[config.mk]
export PLATFORM = sky130hd
export DESIGN_NAME = phy_rx
export DESIGN_NICKNAME = d
export VERILOG_FILES = /design/src/rtl/phy_pkg.sv /design/src/rtl/phy_rx_lane.sv /design/src/rtl/phy_rx.sv
export SDC_FILE = /design/constraint.sdc
export NUM_CORES = 1
export LEC_CHECK = 0
export CAP_MARGIN = 10
export CORE_MARGIN = 2
export CORE_UTILIZATION = 30
export CTS_CLUSTER_DIAMETER = 40
export CTS_CLUSTER_SIZE = 20
export DETAILED_ROUTE_END_ITERATION = 6
export PLACE_DENSITY = 0.48
export SYNTH_ARGS = -nofsm -noshare
export SYNTH_HDL_FRONTEND = slang
export SYNTH_SLANG_ARGS = --single-unit
[constraint.sdc]
create_clock -name clk_8f -period 3.3 [get_ports clk_8f]
set_input_delay 0.825 -clock clk_8f [delete_from_list [all_inputs] [get_ports clk_8f]]
set_output_delay 0.825 -clock clk_8f [all_outputs]
set_load 0.02 [all_outputs]
[src/rtl/phy_pkg.sv]
// Shared definitions for the phy_rx receiver: default comma symbol, sync depth
// and the per-lane alignment state encoding.
package phy_pkg;

  localparam logic [7:0] COM_SYM_DEF    = 8'hBC;
  localparam int         SYNC_COUNT_DEF = 4;

  typedef enum logic [1:0] {
    UNSYNC   = 2'd0,
    SYNC_CHK = 2'd1,
    ACTIVE   = 2'd2
  } lane_state_e;

  function automatic logic [7:0] sat_inc8(input logic [7:0] v);
    return (v == 8'hFF) ? v : v + 8'd1;
  endfunction

endpackage

[src/rtl/phy_rx_lane.sv]
// One serial receive lane: MSB-first shifter, comma-based byte alignment FSM
// and byte output register. PHY_RX_STATUS_EN adds a saturating idle-COM counter.
module phy_rx_lane
  import phy_pkg::*;
#(
  parameter logic [7:0] COM_SYM    = COM_SYM_DEF,
  parameter int         SYNC_COUNT = SYNC_COUNT_DEF
) (
  input  logic       clk_8f,
  input  logic       reset_L,
  input  logic       enable_i,
  input  logic       rx_i,
  output logic [7:0] data_o,
  output logic       valid_o,
  output logic       active_o
`ifdef PHY_RX_STATUS_EN
  ,
  output logic [7:0] com_count_o
`endif
);

  localparam int CW = $clog2(SYNC_COUNT + 1);

  lane_state_e   state_q, state_d;
  logic [7:0]    shift_q;
  logic [2:0]    bit_cnt_q, bit_cnt_d;
  logic [CW-1:0] com_cnt_q, com_cnt_d, com_inc;
  logic [7:0]    data_q, data_d;
  logic          valid_q, valid_d;
  logic [7:0]    window;
  logic          is_com, boundary;
  logic          shift_msb_unused;

  // Only the low seven history bits feed the window; bit 7 is the byte that just left.
  assign window           = {shift_q[6:0], rx_i};
  assign shift_msb_unused = shift_q[7];
  assign is_com           = (window == COM_SYM);
  assign boundary         = (bit_cnt_q == 3'd7);
  assign com_inc          = com_cnt_q + CW'(1);

`ifdef PHY_RX_STATUS_EN
  logic [7:0] stat_q, stat_d;
`endif

  always_comb begin
    state_d   = state_q;
    bit_cnt_d = bit_cnt_q + 3'd1;
    com_cnt_d = com_cnt_q;
    data_d    = data_q;
    valid_d   = valid_q;
`ifdef PHY_RX_STATUS_EN
    stat_d    = stat_q;
`endif
    if (!enable_i) begin
      state_d   = UNSYNC;
      bit_cnt_d = 3'd0;
      com_cnt_d = '0;
      data_d    = 8'h00;
      valid_d   = 1'b0;
`ifdef PHY_RX_STATUS_EN
      stat_d    = 8'h00;
`endif
    end else begin
      unique case (state_q)
        UNSYNC: begin
          // Any bit position may be the comma; matching it defines the byte boundary.
          bit_cnt_d = 3'd0;
          if (is_com) begin
            com_cnt_d = CW'(1);
            state_d   = (SYNC_COUNT <= 1) ? ACTIVE : SYNC_CHK;
          end
        end
        SYNC_CHK: begin
          if (boundary) begin
            if (is_com) begin
              com_cnt_d = com_inc;
              if (com_inc == CW'(SYNC_COUNT)) state_d = ACTIVE;
            end else begin
              state_d   = UNSYNC;
              com_cnt_d = '0;
              bit_cnt_d = 3'd0;
            end
          end
        end
        ACTIVE: begin
          if (boundary) begin
            if (is_com) begin
              valid_d = 1'b0;
`ifdef PHY_RX_STATUS_EN
              stat_d  = sat_inc8(stat_q);
`endif
            end else begin
              data_d  = window;
              valid_d = 1'b1;
            end
          end
        end
        default: begin
          state_d   = UNSYNC;
          bit_cnt_d = 3'd0;
          com_cnt_d = '0;
        end
      endcase
    end
  end

  always_ff @(posedge clk_8f or negedge reset_L) begin
    if (!reset_L) begin
      state_q   <= UNSYNC;
      shift_q   <= 8'h00;
      bit_cnt_q <= 3'd0;
      com_cnt_q <= '0;
      data_q    <= 8'h00;
      valid_q   <= 1'b0;
    end else begin
      state_q   <= state_d;
      shift_q   <= window;
      bit_cnt_q <= bit_cnt_d;
      com_cnt_q <= com_cnt_d;
      data_q    <= data_d;
      valid_q   <= valid_d;
    end
  end

`ifdef PHY_RX_STATUS_EN
  always_ff @(posedge clk_8f or negedge reset_L) begin
    if (!reset_L) stat_q <= 8'h00;
    else          stat_q <= stat_d;
  end
  assign com_count_o = stat_q;
`endif

  assign data_o   = data_q;
  assign valid_o  = valid_q;
  assign active_o = (state_q == ACTIVE);

endmodule

[src/rtl/phy_rx.sv]
// Two-lane serial receiver; lanes align and deserialize independently (no deskew).
// Define PHY_RX_STATUS_EN to expose per-lane idle-COM counters com_count_0/1.
module phy_rx
  import phy_pkg::*;
#(
  parameter logic [7:0] COM_SYM    = COM_SYM_DEF,
  parameter int         SYNC_COUNT = SYNC_COUNT_DEF
) (
  input  logic       clk_8f,
  input  logic       reset_L,
  input  logic       enable,
  input  logic       rx_in_0,
  input  logic       rx_in_1,
  output logic [7:0] data_out_0,
  output logic [7:0] data_out_1,
  output logic       valid_out_0,
  output logic       valid_out_1,
  output logic       active_0,
  output logic       active_1
`ifdef PHY_RX_STATUS_EN
  ,
  output logic [7:0] com_count_0,
  output logic [7:0] com_count_1
`endif
);

  localparam int NUM_LANES = 2;

  logic [NUM_LANES-1:0]      rx_vec, vld_vec, act_vec;
  logic [NUM_LANES-1:0][7:0] data_vec;
`ifdef PHY_RX_STATUS_EN
  logic [NUM_LANES-1:0][7:0] cnt_vec;
`endif

  assign rx_vec = {rx_in_1, rx_in_0};

  for (genvar g = 0; g < NUM_LANES; g++) begin : g_lane
    phy_rx_lane #(
      .COM_SYM   (COM_SYM),
      .SYNC_COUNT(SYNC_COUNT)
    ) u_lane (
      .clk_8f  (clk_8f),
      .reset_L (reset_L),
      .enable_i(enable),
      .rx_i    (rx_vec[g]),
      .data_o  (data_vec[g]),
      .valid_o (vld_vec[g]),
      .active_o(act_vec[g])
`ifdef PHY_RX_STATUS_EN
      ,
      .com_count_o(cnt_vec[g])
`endif
    );
  end

  assign data_out_0  = data_vec[0];
  assign data_out_1  = data_vec[1];
  assign valid_out_0 = vld_vec[0];
  assign valid_out_1 = vld_vec[1];
  assign active_0    = act_vec[0];
  assign active_1    = act_vec[1];
`ifdef PHY_RX_STATUS_EN
  assign com_count_0 = cnt_vec[0];
  assign com_count_1 = cnt_vec[1];
`endif

endmodule

Word-level counts from Yosys, hierarchy flattened
Index checks and enable logic that the tools add are counted.
- word-level logic and storage cells: 96
- bits in registers: 48
- output and inout bits: 20
- mux-type cells: 46
- reductions and logical operators: 10
- add/sub/neg operators: 4
- equal/unequal tests: 24
- operator list (kind ; count):
    $mux W8 ; 8
    $mux W3 ; 14
    $mux W2 ; 10
    $pmux W3 S3 ; 2
    $eq A8 B8 Y1 const B ; 2
    $add A3 B1 Y3 const B ; 4
    $eq A3 B3 Y1 const B ; 4
    $ne A3 B2 Y1 const B ; 4
    $pmux W2 S3 ; 2
    $pmux W3 S2 ; 2
    $reduce_and A3 Y1 ; 4
    $mux W1 ; 8
    $ne A2 B1 Y1 const B ; 4
    $ne A2 B2 Y1 const B ; 4
    $ne A4 B4 Y1 const B ; 2
    $reduce_and A4 Y1 ; 2
    $eq A2 B1 Y1 const B ; 2
    $eq A2 B2 Y1 const B ; 2
    $logic_not A2 Y1 ; 2
    $reduce_and A2 Y1 ; 2

Logic depth before layout (Yosys ltp)
- word-level depth: 7
- mapped depth: 6

Hierarchy
A second synthesis with hierarchy kept.
- cells, all modules: 187
- area, all modules: 2218.4 µm²
- by module, submodules not included (module ; times used ; cells each ; area an instance (µm²) ; seq. area each (µm²)):
    phy_rx_lane (g_lane[1].u_lane) ; 1 ; 92 ; 1109.8 ; 600.6
    phy_rx_lane (g_lane[0].u_lane) ; 1 ; 95 ; 1108.6 ; 600.6

Worst setup path after synthesis
No wires, ideal clock.
- kind: input -> register
- from: input port rx_in_1
- to: register g_lane[1].u_lane.state_q[0]
- data arrival time: 1.875 ns
- data required time: 3.177 ns
- cell stages on the path: 4
- path slack: 1.303 ns
- buffers on the path: 0
- cell sequence: or2_4 -> or4_4 -> o211a_1 -> mux2i_1
- cells in the longest elaborated chain, start to end: 5
- elaborated cells between the ends (all ways): 8
- classes of those cells: eq/ne: 3; mux: 4; reduce/logical: 1
- RTL lines (item ; RTL line ; RTL):
    start: declaration ; phy_rx.sv:13 ; input logic rx_in_1,
    $eq A8 B8 Y1 (*) ; phy_rx_lane.sv:37 ; assign is_com = (window == COM_SYM);
    $mux W2 ; phy_rx_lane.sv:75 ; if (is_com) begin
    $mux W2 ; phy_rx_lane.sv:74 ; if (boundary) begin
    $pmux W2 S3 ; phy_rx_lane.sv:64 ; unique case (state_q)
    $mux W2 ; phy_rx_lane.sv:54 ; if (!enable_i) begin
    end signal: assignment ; phy_rx_lane.sv:116 ; state_q <= state_d;
    end: declaration ; phy_rx_lane.sv:24 ; lane_state_e state_q, state_d;
Every way passes the cells marked *; elsewhere a longest branch is shown, timed or not. The select of a mux whose other input is x is not followed.
A chain may end at the register's enable or synchronous reset.

Final worst setup path
- from: register g_lane[0].u_lane.state_q[0]
- to: output port active_0
- cells in the longest elaborated chain, start to end: 1
- RTL lines (item ; RTL line ; RTL):
    start: declaration ; phy_rx_lane.sv:24 ;
    start signal: assignment ; phy_rx_lane.sv:116 ;
    $eq A2 B2 Y1 ; phy_rx_lane.sv:135 ; assign active_o = (state_q == ACTIVE);
    end: declaration ; phy_rx.sv:18 ; output logic active_0,
Every way passes these cells.

==> flow_metrics.env <==
export IMPL_status="finished clean"
export IMPL_path_class="reg2out"
export IMPL_drc_errors=0
export IMPL_synth_cell_types=41
export IMPL_drive_above_1_share_pct=8.808
export IMPL_path_cells="inv_1, ha_1, clkdlybuf4s50_1"
export IMPL_placed_cell_area_um2=2417
export IMPL_dieArea_um2=7622
export IMPL_r2r_worst_path_cells=5
export IMPL_nNetsFinal=213
export IMPL_dp_hpwl_um=2982
export IMPL_hold_depth=0
export IMPL_ant_nets=0
export IMPL_antennaDiodeCount=0
export IMPL_seq_area_frac_synth_pct=57.69
export IMPL_required_ns=2.47
export IMPL_synth_async_sr_flop_share_pct=100.0
export IMPL_cp_arrival_ns=1.82
export IMPL_synth_edff_count=0
export IMPL_grt_ovfl_total=0
export IMPL_placementRows=30
export IMPL_drt_total_wl_um=4130
export IMPL_boundaryPins=25
export IMPL_clk_pin_slew_ns=0.10
export IMPL_htree_levels=2
export IMPL_cts_root_buf="clkbuf_8"
export IMPL_synthFlopType="dfrtp_1"
export IMPL_fin_skew_ns=0.01480
export IMPL_period_share_pct=80.14
export IMPL_first_pass_iters=6
export IMPL_tightestPinTransition_ns=1.037
export IMPL_slew_violations=0
export IMPL_synthesis_nets=183
export IMPL_cts_tree="yes"
export IMPL_synth_area_um2=2082
export IMPL_hold_class="reg2reg"
export IMPL_cts_resized=0
export IMPL_ir_drop_v=0.0001791
export IMPL_clk_path_buf_depth=2
export IMPL_reg2reg_from="g_lane[1].u_lane.state_q[0]$_DFFE_PN0P_"
export IMPL_tns_ns=0
export IMPL_yosysWarnings=0
export IMPL_nFillCells=666
export IMPL_drv_cap=0
export IMPL_clock_sinks=48
export IMPL_vias=1416
export IMPL_drt_wirelength_per_cell_um=15.13
export IMPL_setup_viol=0
export IMPL_fp_dieW_um=87.31
export IMPL_holdBufCountCts=0
export IMPL_power_w=0.001145
export IMPL_worstHoldStart="g_lane[0].u_lane.shift_q[0]$_DFF_PN0_"
export IMPL_first_global_vias=1465
export IMPL_leakage_nw=1.171
export IMPL_via_per_inst=5.187
export IMPL_coreArea_um2=6756
export IMPL_place_gp_congestion=0.7801
export IMPL_avgSynthCellArea_um2=12.85
export IMPL_cts_buffers_inserted=5
export IMPL_antenna_found_initial=0
export IMPL_max_freq_ghz=0.3781
export IMPL_io_buffer_count=24
export IMPL_grt_usage_pct=11.91
export IMPL_max_stage_delay_ns=0.66
export IMPL_grt_max_degree=49
export IMPL_cp_slowest_cell="clkdlybuf4s50_1"
export IMPL_clk_latency_ns=0.30
export IMPL_die_h_um=87.31
export IMPL_fin_crit_ns=2.645
export IMPL_cp_start_kind="flop"
export IMPL_first_iter_violations=24
export IMPL_post_cts_buffers=0
export IMPL_cp_end_kind="primary output"
export IMPL_start_util_pct=30.81
export IMPL_ys_ff_latch=48
export IMPL_area_growth_pct=20.73
export IMPL_powerDensity_nw_per_um2=455.7
export IMPL_final_area_um2=2514
export IMPL_slew_headroom_pct=30.89
export IMPL_rsz0062_at_grt="no"
export IMPL_syn_inst=162
export IMPL_cp_max_fo=7
export IMPL_startpoint="g_lane[0].u_lane.state_q[0]$_DFFE_PN0P_"
export IMPL_grt_pass1_wl_um=6982
export IMPL_finalHoldViolations=0
[critical path, delay by kind of cell (launching register included)]
kind | cells | cell delay (ns)
buf+inv | 2 | 0.79
fa+ha+maj | 1 | 0.32
flops | 1 | 0.40
[power by group]
group | internal, W | leakage (nW) | switching (W)
registers | 0.000611 | 0.636 | 0.0000202
clock network | 0.000172 | 0.0516 | 0.000201
logic | 0.0000567 | 0.484 | 0.0000849
total | 0.000839 | 1.17 | 0.000306
[cells by family after synthesis]
| family | synth area share [%] |
|---|---|
| adder cells (fa/ha/maj) | 9.615 |
| flip-flops | 57.69 |
| buffers and inverters | 2.524 |
| XOR/XNOR | 0.8415 |
| AND/OR/NAND/NOR | 9.616 |
| multiplexers | 1.502 |
| AO/OA/AOI/OAI | 18.21 |
[layer usage]
metal	up-vias	track usage [%]	wire (µm)
li1	668	-	-
met1	697	14.66	1892
met2	40	19.63	2013
met3	11	3.602	160
met4	0	4.476	62
met5	-	0	0
[placed cells by master, fill, tap and decap left out, types with 3 or more instances in the layout]
cell,synthesis,layout
clkbuf_8,0,6
a22o_1,18,18
nand2_1,9,9
clkdlybuf4s50_1,0,23
ha_1,16,16
and2_1,3,3
a311oi_1,3,3
nor2_1,3,3
dfrtp_1,48,48
a21oi_1,7,7
inv_1,12,12
nor3_1,3,3
[sequential cells by signal, indices dropped and copies added (netlist names)]
register and cells:
g_lane.u_lane.state_q 4, g_lane.u_lane.com_cnt_q 6, g_lane.u_lane.valid_o 2, g_lane.u_lane.shift_q 14, g_lane.u_lane.bit_cnt_q 6, g_lane.u_lane.data_o 16
[metrics by stage]
stage	utilization [%]	cells	hold slack [ns]	setup slack, ns
detailed placement	35.78	265	0.3852	0.6184
global placement	35.78	265	0.3785	0.6958
floorplan	-	162	0.3674	1.303
CTS	37.20	273	0.4074	0.6297
global route	37.20	273	0.4206	0.5263
finish	37.20	273	0.4042	0.6553
[synth_stat cells, types with 2 or more instances]
cell type | number | area share (%)
a211oi_1 | 2 | 0.72
a21oi_1 | 7 | 1.7
a22o_1 | 18 | 7.6
a311oi_1 | 3 | 1.3
and2_1 | 3 | 0.90
clkbuf_1 | 2 | 0.36
dfrtp_1 | 48 | 58
ha_1 | 16 | 9.6
inv_1 | 12 | 2.2
mux2i_1 | 2 | 0.96
nand2_1 | 9 | 1.6
nand3_1 | 2 | 0.48
nor2_1 | 3 | 0.54
nor3_1 | 3 | 0.72
o211a_1 | 2 | 0.96
o211ai_1 | 2 | 0.72
o21a_1 | 2 | 0.72
o221ai_1 | 2 | 0.84
xor2_1 | 2 | 0.84
[layout make-up]
class / instances / area (µm²) / area share, %
clock inverters: 2 / 13.76 / 0.5475
flip-flops and latches: 48 / 1201 / 47.78
clock buffers: 6 / 82.58 / 3.285
well taps: 80 / 100.1 / 3.982
repair buffers: 25 / 242.7 / 9.657
inverters: 12 / 45.04 / 1.792
multi-input cells: 100 / 828.3 / 32.95
[path summary, 6_finish.rpt]
path,to,slack (ns)
hold / removal,g_lane[0].u_lane.shift_q[1]$_DFF_PN0_,0.40
max in group asynchronous,g_lane[1].u_lane.data_o[7]$_DFFE_PN0P_,1.95
hold reg to reg,g_lane[0].u_lane.shift_q[1]$_DFF_PN0_,0.40
min in group asynchronous,g_lane[0].u_lane.valid_o$_DFFE_PN0P_,0.69
setup reg to reg,g_lane[1].u_lane.com_cnt_q[2]$_DFFE_PN0P_,1.36
setup / recovery,active_0,0.66
Note: power is estimated with default switching activity, not from simulation.
